File: config.mk
export PLATFORM = sky130hd
export DESIGN_NAME = pc_unit
export DESIGN_NICKNAME = d
export VERILOG_FILES = /design/src/rtl/pc_unit.sv
export SDC_FILE = /design/constraint.sdc
export NUM_CORES = 1
export LEC_CHECK = 0
export ABC_CLOCK_PERIOD_IN_PS = 16700
export BUFFER_PORTS_ARGS = -buffer_cell sky130_fd_sc_hd__buf_2
export CELL_PAD_IN_SITES_DETAIL_PLACEMENT = 1
export CELL_PAD_IN_SITES_GLOBAL_PLACEMENT = 1
export CORE_MARGIN = 1
export CORE_UTILIZATION = 37
export CTS_CLUSTER_DIAMETER = 100
export DETAILED_ROUTE_END_ITERATION = 6
export MAX_ROUTING_LAYER = met4
export PLACE_DENSITY_LB_ADDON = 0.1
export SYNTH_ARGS = -nofsm -noshare
export SYNTH_HDL_FRONTEND = slang
export SYNTH_SLANG_ARGS = --single-unit
File: constraint.sdc
create_clock -name clock -period 16.7 [get_ports clock]
set_input_delay 3.34 -clock clock [delete_from_list [all_inputs] [get_ports clock]]
set_output_delay 3.34 -clock clock [all_outputs]
set_load 0.01 [all_outputs]
File: src/rtl/pc_unit.sv
// pc_unit: fetch-stage program counter with stall, execute-stage redirects and a
// circular return-address stack (RAS) for call/return prediction.
//
// Ports:
//   clock            rising-edge clock
//   reset            asynchronous, active-high reset
//   stall            hold the current fetch address
//   jump             redirect to jump_location
//   jump_location    jump target
//   call             with jump: push the return address (pc + STEP) onto the RAS
//   ret              redirect to the RAS top and pop (ignored when the RAS is empty)
//   next_instruction current fetch address (registered)
//   ras_empty        RAS holds no entries (decoded from the registered count)
//   ras_full         RAS holds RAS_DEPTH entries (decoded from the registered count)
//   ras_underflow    one-cycle pulse: ret issued while the RAS was empty
//   misaligned       (PC_ALIGN_CHECK_EN only) one-cycle pulse: taken jump with
//                    jump_location[1:0] != 0; the target is loaded word-aligned
//
// Optional feature macro: PC_ALIGN_CHECK_EN
//
// Priority on each rising edge: ret (RAS non-empty) > jump > stall > increment.

module pc_unit #(
    parameter int unsigned                ADDR_WIDTH   = 32,
    parameter logic [ADDR_WIDTH-1:0]      RESET_VECTOR = '0,
    parameter int unsigned                STEP         = 4,
    parameter int unsigned                RAS_DEPTH    = 4
) (
    input  logic                  clock,
    input  logic                  reset,
    input  logic                  stall,
    input  logic                  jump,
    input  logic [ADDR_WIDTH-1:0] jump_location,
    input  logic                  call,
    input  logic                  ret,
    output logic [ADDR_WIDTH-1:0] next_instruction,
    output logic                  ras_empty,
    output logic                  ras_full,
    output logic                  ras_underflow
`ifdef PC_ALIGN_CHECK_EN
    ,
    output logic                  misaligned
`endif
);

    localparam int unsigned PTR_W = (RAS_DEPTH > 1) ? $clog2(RAS_DEPTH) : 1;
    localparam int unsigned CNT_W = PTR_W + 1;
    localparam logic [CNT_W-1:0] FULL_COUNT = CNT_W'(RAS_DEPTH);

    logic [ADDR_WIDTH-1:0] r_pc;
    logic [ADDR_WIDTH-1:0] r_ras [RAS_DEPTH];
    logic [PTR_W-1:0]      r_top;       // next slot to write; top entry sits at r_top-1
    logic [CNT_W-1:0]      r_count;
    logic                  r_underflow;
`ifdef PC_ALIGN_CHECK_EN
    logic                  r_misaligned;
`endif

    logic                  w_empty;
    logic                  w_full;
    logic                  w_pop;
    logic                  w_ret_empty;
    logic                  w_jump_taken;
    logic                  w_push;
    logic [PTR_W-1:0]      w_top_idx;
    logic [ADDR_WIDTH-1:0] w_pc_seq;
    logic [ADDR_WIDTH-1:0] w_jump_target;
    logic [ADDR_WIDTH-1:0] w_pc_next;

    // RAS status decoded from the registered occupancy count
    assign w_empty   = (r_count == '0);
    assign w_full    = (r_count == FULL_COUNT);
    assign ras_empty = w_empty;
    assign ras_full  = w_full;

    // A ret against an empty stack falls through to jump/stall/increment
    assign w_pop        = ret && !w_empty;
    assign w_ret_empty  = ret && w_empty;
    assign w_jump_taken = jump && !w_pop;
    assign w_push       = w_jump_taken && call;

    assign w_top_idx = r_top - PTR_W'(1);
    assign w_pc_seq  = r_pc + ADDR_WIDTH'(STEP);

`ifdef PC_ALIGN_CHECK_EN
    assign w_jump_target = {jump_location[ADDR_WIDTH-1:2], 2'b00};
`else
    assign w_jump_target = jump_location;
`endif

    // Next fetch address selection
    always_comb begin
        w_pc_next = w_pc_seq;
        if (w_pop) begin
            w_pc_next = r_ras[w_top_idx];
        end else if (w_jump_taken) begin
            w_pc_next = w_jump_target;
        end else if (stall) begin
            w_pc_next = r_pc;
        end
    end

    // Program counter and status pulses
    always_ff @(posedge clock or posedge reset) begin
        if (reset) begin
            r_pc        <= RESET_VECTOR;
            r_underflow <= 1'b0;
        end else begin
            r_pc        <= w_pc_next;
            r_underflow <= w_ret_empty;
        end
    end

`ifdef PC_ALIGN_CHECK_EN
    // Flags a taken jump whose target is not word-aligned
    always_ff @(posedge clock or posedge reset) begin
        if (reset) begin
            r_misaligned <= 1'b0;
        end else begin
            r_misaligned <= w_jump_taken && (jump_location[1:0] != 2'b00);
        end
    end

    assign misaligned = r_misaligned;
`endif

    // Circular return-address stack; a push when full overwrites the oldest entry
    always_ff @(posedge clock or posedge reset) begin
        if (reset) begin
            r_top   <= '0;
            r_count <= '0;
            for (int i = 0; i < int'(RAS_DEPTH); i++) begin
                r_ras[i] <= '0;
            end
        end else if (w_push) begin
            r_ras[r_top] <= w_pc_seq;
            r_top        <= r_top + PTR_W'(1);
            if (!w_full) begin
                r_count <= r_count + CNT_W'(1);
            end
        end else if (w_pop) begin
            r_top   <= w_top_idx;
            r_count <= r_count - CNT_W'(1);
        end
    end

    assign next_instruction = r_pc;
    assign ras_underflow    = r_underflow;

endmodule

== Word level (Yosys, flattened, before mapping) ==
Index checks and enable logic that the tools add are counted.

* Reductions and logical operators: 10
* Multiplexer cells: 14
* Bitwise operators: 2
* Eq/ne operators: 3
* Order comparisons: 3
* $add $sub $neg: 5

{| class="wikitable"
|+ Operators by type and width
! cell !! count
|-
| 32-bit 2-to-1 mux || 6
|-
| 128-bit bitwise mux || 1
|-
| 32-bit binary-select mux with 2-bit select || 1
|-
| 32-bit demux with 2-bit select || 1
|-
| 32-bit by 3-bit adder with 32-bit output, second input constant || 1
|-
| 3-bit 2-to-1 mux || 3
|-
| 3-bit greater-or-equal comparator, second input constant || 2
|-
| 2-bit inverter with 3-bit output || 2
|-
| 1-bit logical AND || 5
|-
| 2-bit 2-to-1 mux || 2
|-
| 3-bit by 1-bit adder with 3-bit output, second input constant || 1
|-
| 3-bit equality test, second input constant || 1
|-
| 3-bit zero test || 1
|-
| 3-bit by 1-bit < comparator with 1-bit output, second input constant || 1
|-
| 3-bit by 1-bit != test with 1-bit output, second input constant || 1
|-
| 3-bit by 1-bit subtractor with 3-bit output, second input constant || 1
|-
| 2-bit by 1-bit adder with 2-bit output, second input constant || 1
|-
| 1-bit zero test || 2
|-
| 2-bit != test, second input constant || 1
|-
| 2-bit AND reduction || 1
|-
| 2-bit nonzero test || 1
|-
| 2-bit by 1-bit subtractor with 2-bit output, second input constant || 1
|}

* Word-level logic and storage cells: 45
* Bits of input ports: 38
* Bits in registers: 166

== Longest topological paths before layout ==
Gate-level depths: netlist of the first run.

* Depth after elaboration: 8
* Gate-level depth with buffers: 12

== Least setup slack after synthesis of the first run ==
Ideal clock, no wire load.

* Path kind: input port to flip-flop
* From: input ret
* To: register r_count[2]
* Slack: 12.029 ns
* Buffers on the path: 1
* Library setup time: 0.133 ns
* Data arrival time: 4.538 ns
* Stages: 10
* Cell sequence: o31a_1 > buf_2 > nor2_2 > xnor2_1 > ha_1 > nand3_1 > nor2_1 > a21oi_1 > a21oi_1 > o21ai_0

* Longest elaborated chain between the ends: 6
* Elaborated cells between the ends (all ways): 8
* Those cells by class: eq/ne: 1; mux: 1; reduce/logical: 6

{| class="wikitable"
|+ RTL lines
! element !! RTL line !! source
|-
| start: declaration || 35 || <nowiki>input logic ret,</nowiki>
|-
| 1-bit logical AND (*) || 77 || <nowiki>assign w_pop = ret && !w_empty;</nowiki>
|-
| 1-bit zero test || 79 || <nowiki>assign w_jump_taken = jump && !w_pop;</nowiki>
|-
| 1-bit logical AND || 79 ||
|-
| 1-bit logical AND || 80 || <nowiki>assign w_push = w_jump_taken && call;</nowiki>
|-
| 2-bit != test (no line) or 2-bit nonzero test (tied branches) || n/a ||
|-
| 2-bit AND reduction (no line) || n/a ||
|-
| end signal: assignment || 139 || <nowiki>r_count <= r_count + CNT_W'(1);</nowiki>
|-
| end signal: assignment || 143 || <nowiki>r_count <= r_count - CNT_W'(1);</nowiki>
|-
| end: declaration || 53 || <nowiki>logic [CNT_W-1:0] r_count;</nowiki>
|}

Every way passes the cells marked *; elsewhere a longest branch is shown, timed or not.
A chain may end at the register's enable or synchronous reset.

== Worst setup path in the final report of the first run ==
* From: input ret
* To: register r_ras[32] (netlist name)

* Longest elaborated chain between the ends: 4

{| class="wikitable"
|+ RTL lines
! element !! RTL line !! source
|-
| 1-bit logical AND || 77 ||
|-
| 1-bit zero test || 79 ||
|-
| 1-bit logical AND || 79 ||
|-
| 1-bit logical AND || 80 ||
|-
| end signal: indexed assignment || 136 || <nowiki>r_ras[r_top] <= w_pc_seq;</nowiki>
|-
| end: declaration || 51 || <nowiki>logic [ADDR_WIDTH-1:0] r_ras [RAS_DEPTH];</nowiki>
|}

No other way between the ends.

==> reports/qor.yml, run 1 <==
cp_top_family: "buffers and inverters"
cp_common_cell: "buf_4"
pre_cts_ws_ps: 10980
fp.dieW_um: 152
fin_crit_ps: 5260
crit_chain: "buf_2 -> o31a_2 -> buf_4 -> nor2_2 -> nand2_2 -> buf_4 -> mux2_2"
hold_ws_ps: 482
drc: 18
fin_tns_setup_ps: 0
worst_slack_ps: 11440
cts-root-buf: "clkbuf_16"
fp.coreArea_mm2: 0.0220
period_share: 0.315
worstReg2RegEnd: "next_instruction[23]"
grt_pass1_vias: 6891
cts_buffers: 17
start_util: 0.379
rows: 54
syn-instance-count: 816
avgSynthCellArea_um2: 10.2
drtIter0Drc: 323
violations: "DRC"
n_fill_cell: 2433
pin_count: 73
htree_levels: 4
antenna_found_initial: 0
grt_usage: 0.227
timing.fmax_mhz: 190
setup_violations: 0
syn-cell-area_mm2: 0.00832
ys.warnings.count: 0
relSlewSlack: 0.348
leakagePower_nw: 4.14
power_density_mw_per_mm2: 192
path_depth: 7
cp_max_fo: 44
diodes: 0
cp-end-kind: "register"
ys.flop_type: "dfrtp_1"
drive_gt1_frac: 0.204
nNetsFinal: 900
reg2regPathDepth: 9
die_h_um: 152
synth-edff-count: 0
grt_overflow: 0
worst_slew_pin_slew_ps: 979
antenna_left: 0
via_per_inst: 5.51
rsz0062_at_grt: "false"
ctsLongestPathBuffers: 2
grt_start_max_net_pins: 96
skew_ps: 11.5
crit_start: "ret"
synth_cell_type_count: 53
ys_ff_latch: 166
async_reset_ff_frac: 1.00
clkLatencyLatePin_ps: 430
synth_fp_nets: 860
crit_slowest_cell: "buf_4"
hold_path_class: "reg -> reg"
cts_tree: "yes"
worst_ep_required_time_ps: 17010
cts_resized: 0
worstPathArrival_ps: 5570
maxCapViolations: 0
io_buffers: 72
post_cts_buffers: 0
wl_um: 23900
clkTransAtPathRegs_ps: 70
place.gp.congestion: 0.748
design.die.area_mm2: 0.0231
ir_drop_mv: 0.0738
cp-endpoint: "r_ras[32]"
rr_startpoint: "r_top[0]"
r2r_setup_slack_ps: 13010
path_buf_inv: 3
path_class: "in -> reg"
hold_viol: 0
placed_cells: 1117
finalPower_mw: 1.81
syn2layout_area_growth_pct: 13.3
slowest_delay_ps: 480
dp_hpwl_um: 15600
status: "complete, but fails checks"
cts_sinks: 166
start_kind: "input pin"
hold_buffers: 0
fin_cells: 1149
grt_pass1_wl_um: 39100
dr.pass1.iters: 7
wire_per_inst_um: 20.8
dr_total_vias: 6327
slew_violations: 0
hp-start: "r_ras[31]"
ys_seq_area_frac: 0.499
## worst min-delay path by stage
stage / to / slack [ps] / depth (start not counted)
global route: r_ras[48] / 510 / 2
finish: r_ras[31] / 480 / 2
CTS: r_ras[118] / 480 / 2
detailed placement: r_ras[118] / 470 / 2
global placement: r_ras[37] / 460 / 2
floorplan: r_ras[66] / 440 / 2
## flip-flops by register name (all words and copies together) (netlist names)
signal            cells
next_instruction     32
r_ras               128
r_count               3
r_top                 2
ras_underflow         1
## per-layer routing
layer,vias to the layer above,GRT usage,routed length [um]
li1,2963,-,-
met1,3284,0.295,11500
met2,72,0.373,11800
met3,8,0.0339,517
met4,0,0.0544,105
met5,-,-,0
## cell type report
type	count	area, um2	area share
sequential	166	4160	0.441
inverter	12	50.0	0.00531
tap	280	350	0.0372
multi-input combinational	575	3850	0.409
timing repair buffer	84	450	0.0478
clock buffer	18	429	0.0455
clock inverter	14	141	0.0150
## per-stage QoR
| step | utilization | cell area, um2 |
|---|---|---|
| after floorplan | - | 8320 |
| after global placement | 0.403 | 8860 |
| after detailed placement | 0.403 | 8860 |
| after CTS | 0.429 | 9430 |
| after global routing | 0.429 | 9430 |
| final | 0.429 | 9430 |
## where the power goes
group	internal (mW)	switching, mW
registers	0.582	0.165
clock network	0.211	0.178
logic	0.313	0.365
## kinds of logic after synthesis
family,Yosys count,share of synthesized area
fa+ha+maj,6,0.00902
simple gates,249,0.144
xor+xnor,42,0.0442
mux,52,0.113
flops,166,0.499
compound gates,226,0.152
buf+inv,75,0.0394
## tightest hold or removal path: cells and delay by family, from the launching register on
| family | cells | cell delay (ps) |
|---|---|---|
| flip-flops | 1 | 340 |
| AO/OA/AOI/OAI | 1 | 60 |
| AND/OR/NAND/NOR | 1 | 50 |
## synth_stat cells (2+ instances only)
cell         n  share of area
dfrtp_1    166           0.50
nand2_1    153          0.069
o21ai_0    134          0.081
clkbuf_1    39          0.018
a21oi_1     35          0.021
mux4_2      32          0.087
xnor2_1     27          0.028
nor2_1      23          0.010
nand3_1     16         0.0096
xor2_1      15          0.016
mux2_2      13          0.018
o21ai_1     13         0.0078
a2bb2oi_1   12          0.013
buf_2       12         0.0072
inv_1       12         0.0054
a211oi_1     9         0.0081
nand4_1      8         0.0060
nor3_1       8         0.0048
mux2i_1      7         0.0084
nand3b_1     7         0.0063
o21bai_1     7         0.0063
buf_4        6         0.0054
ha_1         6         0.0090
and3_1       4         0.0030
buf_1        4         0.0018
nor4_1       4         0.0030
o21a_1       4         0.0036
and2_1       3         0.0023
and4_1       3         0.0032
nor4_4       3         0.0077
o22a_1       3         0.0032
a211o_1      2         0.0021
nand2b_1     2         0.0015
nand4_2      2         0.0030
nor3_2       2         0.0024
nor3b_1      2         0.0018
nor4b_1      2         0.0021
## placed cells by master (no fill, tap or decap), drive strengths merged, types with 11 or more instances in the layout
cell type  synthesis  layout
nand4             11      11
xnor2             27      27
nor2              24      24
mux2              13      13
o21ai            147     147
buf               23      84
dfrtp            166     166
nand3             16      16
inv               12      20
a2bb2oi           12      12
xor2              15      15
nand2            153     153
clkbuf            40      18
a21oi             35      35
mux4              32      32
No activity file was read; power rests on OpenSTA's default activity.
==> inputs of run 2 (changes only) <==
- ABC_CLOCK_PERIOD_IN_PS: 16700 -> 5100
- clock period: 16.7 -> 5.1 ns (I/O delays scaled with it)
==> reports/qor.yml, run 2 (synthesis results as in run 1) <==
status: "complete, but fails checks"
violations: "DRC"
dr_total_vias: 6358  # +0.49%
n_fill_cell: 2424  # -0.37%
layout_common_cells: "165 x dfrtp_1, 149 x nand2_1, 134 x o21ai_0, 72 x buf_2, 35 x a21oi_1"
die_h_um: 152  # unchanged
nNetsFinal: 900  # unchanged
timing.fmax_mhz: 330
hold_buffers: 0  # unchanged
power_density_mw_per_mm2: 633  # +230%
grt_pass1_vias: 6946  # +0.80%
crit_chain: "inv_1 -> ha_1 -> buf_4 -> mux4_2 -> o21bai_1 -> a21oi_1 -> a2bb2oi_1"
setup_violations: 0  # unchanged
largest_reg_flops: 128  # unchanged
wl_met2_um: 12200  # +3.5%
skew_ps: 16.7  # +5.20 ps
slew_violations: 0  # unchanged
top_register: "r_ras"
grt_overflow: 0  # unchanged
io_buffers: 72  # unchanged
final_common_cell: "dfrtp_1"
drc: 17  # -1
path_buf_inv: 2  # -1
fin_crit_ps: 3030
crit_slowest_cell: "ha_1"
rsz0062_at_grt: "false"
cts_resized: 0  # unchanged
cts_tree: "yes"
fp.coreArea_mm2: 0.0220  # unchanged
dp_hpwl_um: 16000  # +2.5%
start_kind: "register"
fin_area_mm2: 0.00946  # +0.28%
cp_top_family: "adder cells"
top_layer_used: "met4"
worst_ep_required_time_ps: 5410  # -11600 ps
grt_usage: 0.233  # +0.00632
drive_gt1_frac: 0.205  # +0.00115
ctsLongestPathBuffers: 2  # unchanged
path_class: "reg -> reg"
hold_viol: 0  # unchanged
wire_per_inst_um: 21.4  # +3.0%
antenna_left: 0  # unchanged
wl_um: 24600  # +3.0%
worstPathArrival_ps: 3340  # -2230 ps
design.die.area_mm2: 0.0231  # unchanged
pin_count: 73  # unchanged
htree_levels: 4  # unchanged
dpl_cell_area_mm2: 0.00887  # +0.13%
worst_slew_pin_slew_ps: 1200  # +223 ps
met1_length_um: 11400  # -0.98%
post_cts_buffers: 0  # unchanged
period_share: 0.595
ir_drop_mv: 0.252  # +240%
antenna_found_initial: 0  # unchanged
cp_max_fo: 19  # -57%
maxCapViolations: 0  # unchanged
dr_wl_met3_um: 730  # +41%
via_per_inst: 5.53  # +0.49%
diodes: 0  # unchanged
clkLatencyLatePin_ps: 450  # +20 ps
cts_buffers: 17  # unchanged
start_util: 0.379  # unchanged
fp.dieW_um: 152  # unchanged
cts-root-buf: "clkbuf_16"
rows: 54  # unchanged
fin_tns_setup_ps: 0  # unchanged
cp-end-kind: "register"
regArea_mm2: 0.00416  # unchanged
leakagePower_nw: 4.14  # -0.12%
clkTransAtPathRegs_ps: 70  # about the same
place.gp.congestion: 0.769  # +2.8%
slowest_delay_ps: 1090  # +610 ps
grt_start_max_net_pins: 167  # +74%
hold_path_class: "reg -> reg"
multiInputGateArea_mm2: 0.00385  # unchanged
cts_sinks: 166  # unchanged
syn2layout_area_growth_pct: 13.6
dr.pass1.iters: 7  # unchanged
relSlewSlack: 0.199  # -0.149
grt_pass1_wl_um: 40100  # +2.6%
drtIter0Drc: 404  # +25%
run 2: cell count changes in the layout (fill, tap and decap cells not counted):
cell | before | now
buf_12 | 0 | 1
inv_6 | 7 | 2
clkinv_2 | 2 | 0
inv_8 | 2 | 7
clkinvlp_4 | 0 | 4
bufinv_16 | 1 | 0
clkinv_4 | 3 | 1
clkinv_8 | 0 | 2
buf_4 | 12 | 11
clkbuf_1 | 1 | 0
run 2: worst register-to-register path: cells and delay by family, from the launching register on:
family          cells  cell delay [ps]
compound gates      3              510
fa+ha+maj           1             1090
buf+inv             2              550
flops               1              400
mux                 1              370
run 2: stage by stage:
| step | hold WS [ps] | cells | setup WS, ps | utilization | total power, mW |
|---|---|---|---|---|---|
| 2_1_floorplan | 445 | 816 | 1970 | - | 3.96 |
| 3_3_place_gp | 457 | 1117 | 2070 | 0.404 | 4.60 |
| 3_5_place_dp | 467 | 1117 | 2000 | 0.404 | 4.74 |
| 4_1_cts | 485 | 1149 | 2070 | 0.431 | 6.07 |
| 5_1_grt | 500 | 1149 | 1930 | 0.431 | 6.42 |
| 6_report | 479 | 1149 | 2070 | 0.431 | 5.99 |
run 2: layer usage:
layer	track usage	vias up
met5	-	-
met4	0.0651	0
met3	0.0277	23
met2	0.379	114
met1	0.308	3257
li1	-	2964
run 2: area by class of cell:
cell class | instances | share of cell area
clock buffer | 17 | 0.0450
clock inverter | 15 | 0.0169
inverter | 12 | 0.00516
multi-input combinational | 575 | 0.408
sequential | 166 | 0.439
tap | 280 | 0.0370
timing repair buffer | 84 | 0.0490
run 2: final timing paths:
check | startpoint | to | slack, ps | cells after the start
setup reg to reg | r_top[1] | next_instruction[21] | 2070 | 7
min in group asynchronous | reset | r_ras[46] | 830 | 3
setup / recovery | r_top[1] | next_instruction[21] | 2070 | 7
hold reg to reg | r_ras[111] | r_ras[111] | 480 | 2
hold / removal | r_ras[111] | r_ras[111] | 480 | 2
max in group asynchronous | reset | r_top[0] | 3510 | 3
run 2: power by group:
group	total, mW	internal, mW	switching (mW)
Clock	1.30	0.658	0.642
Sequential	2.44	1.90	0.532
Combinational	2.25	1.03	1.23
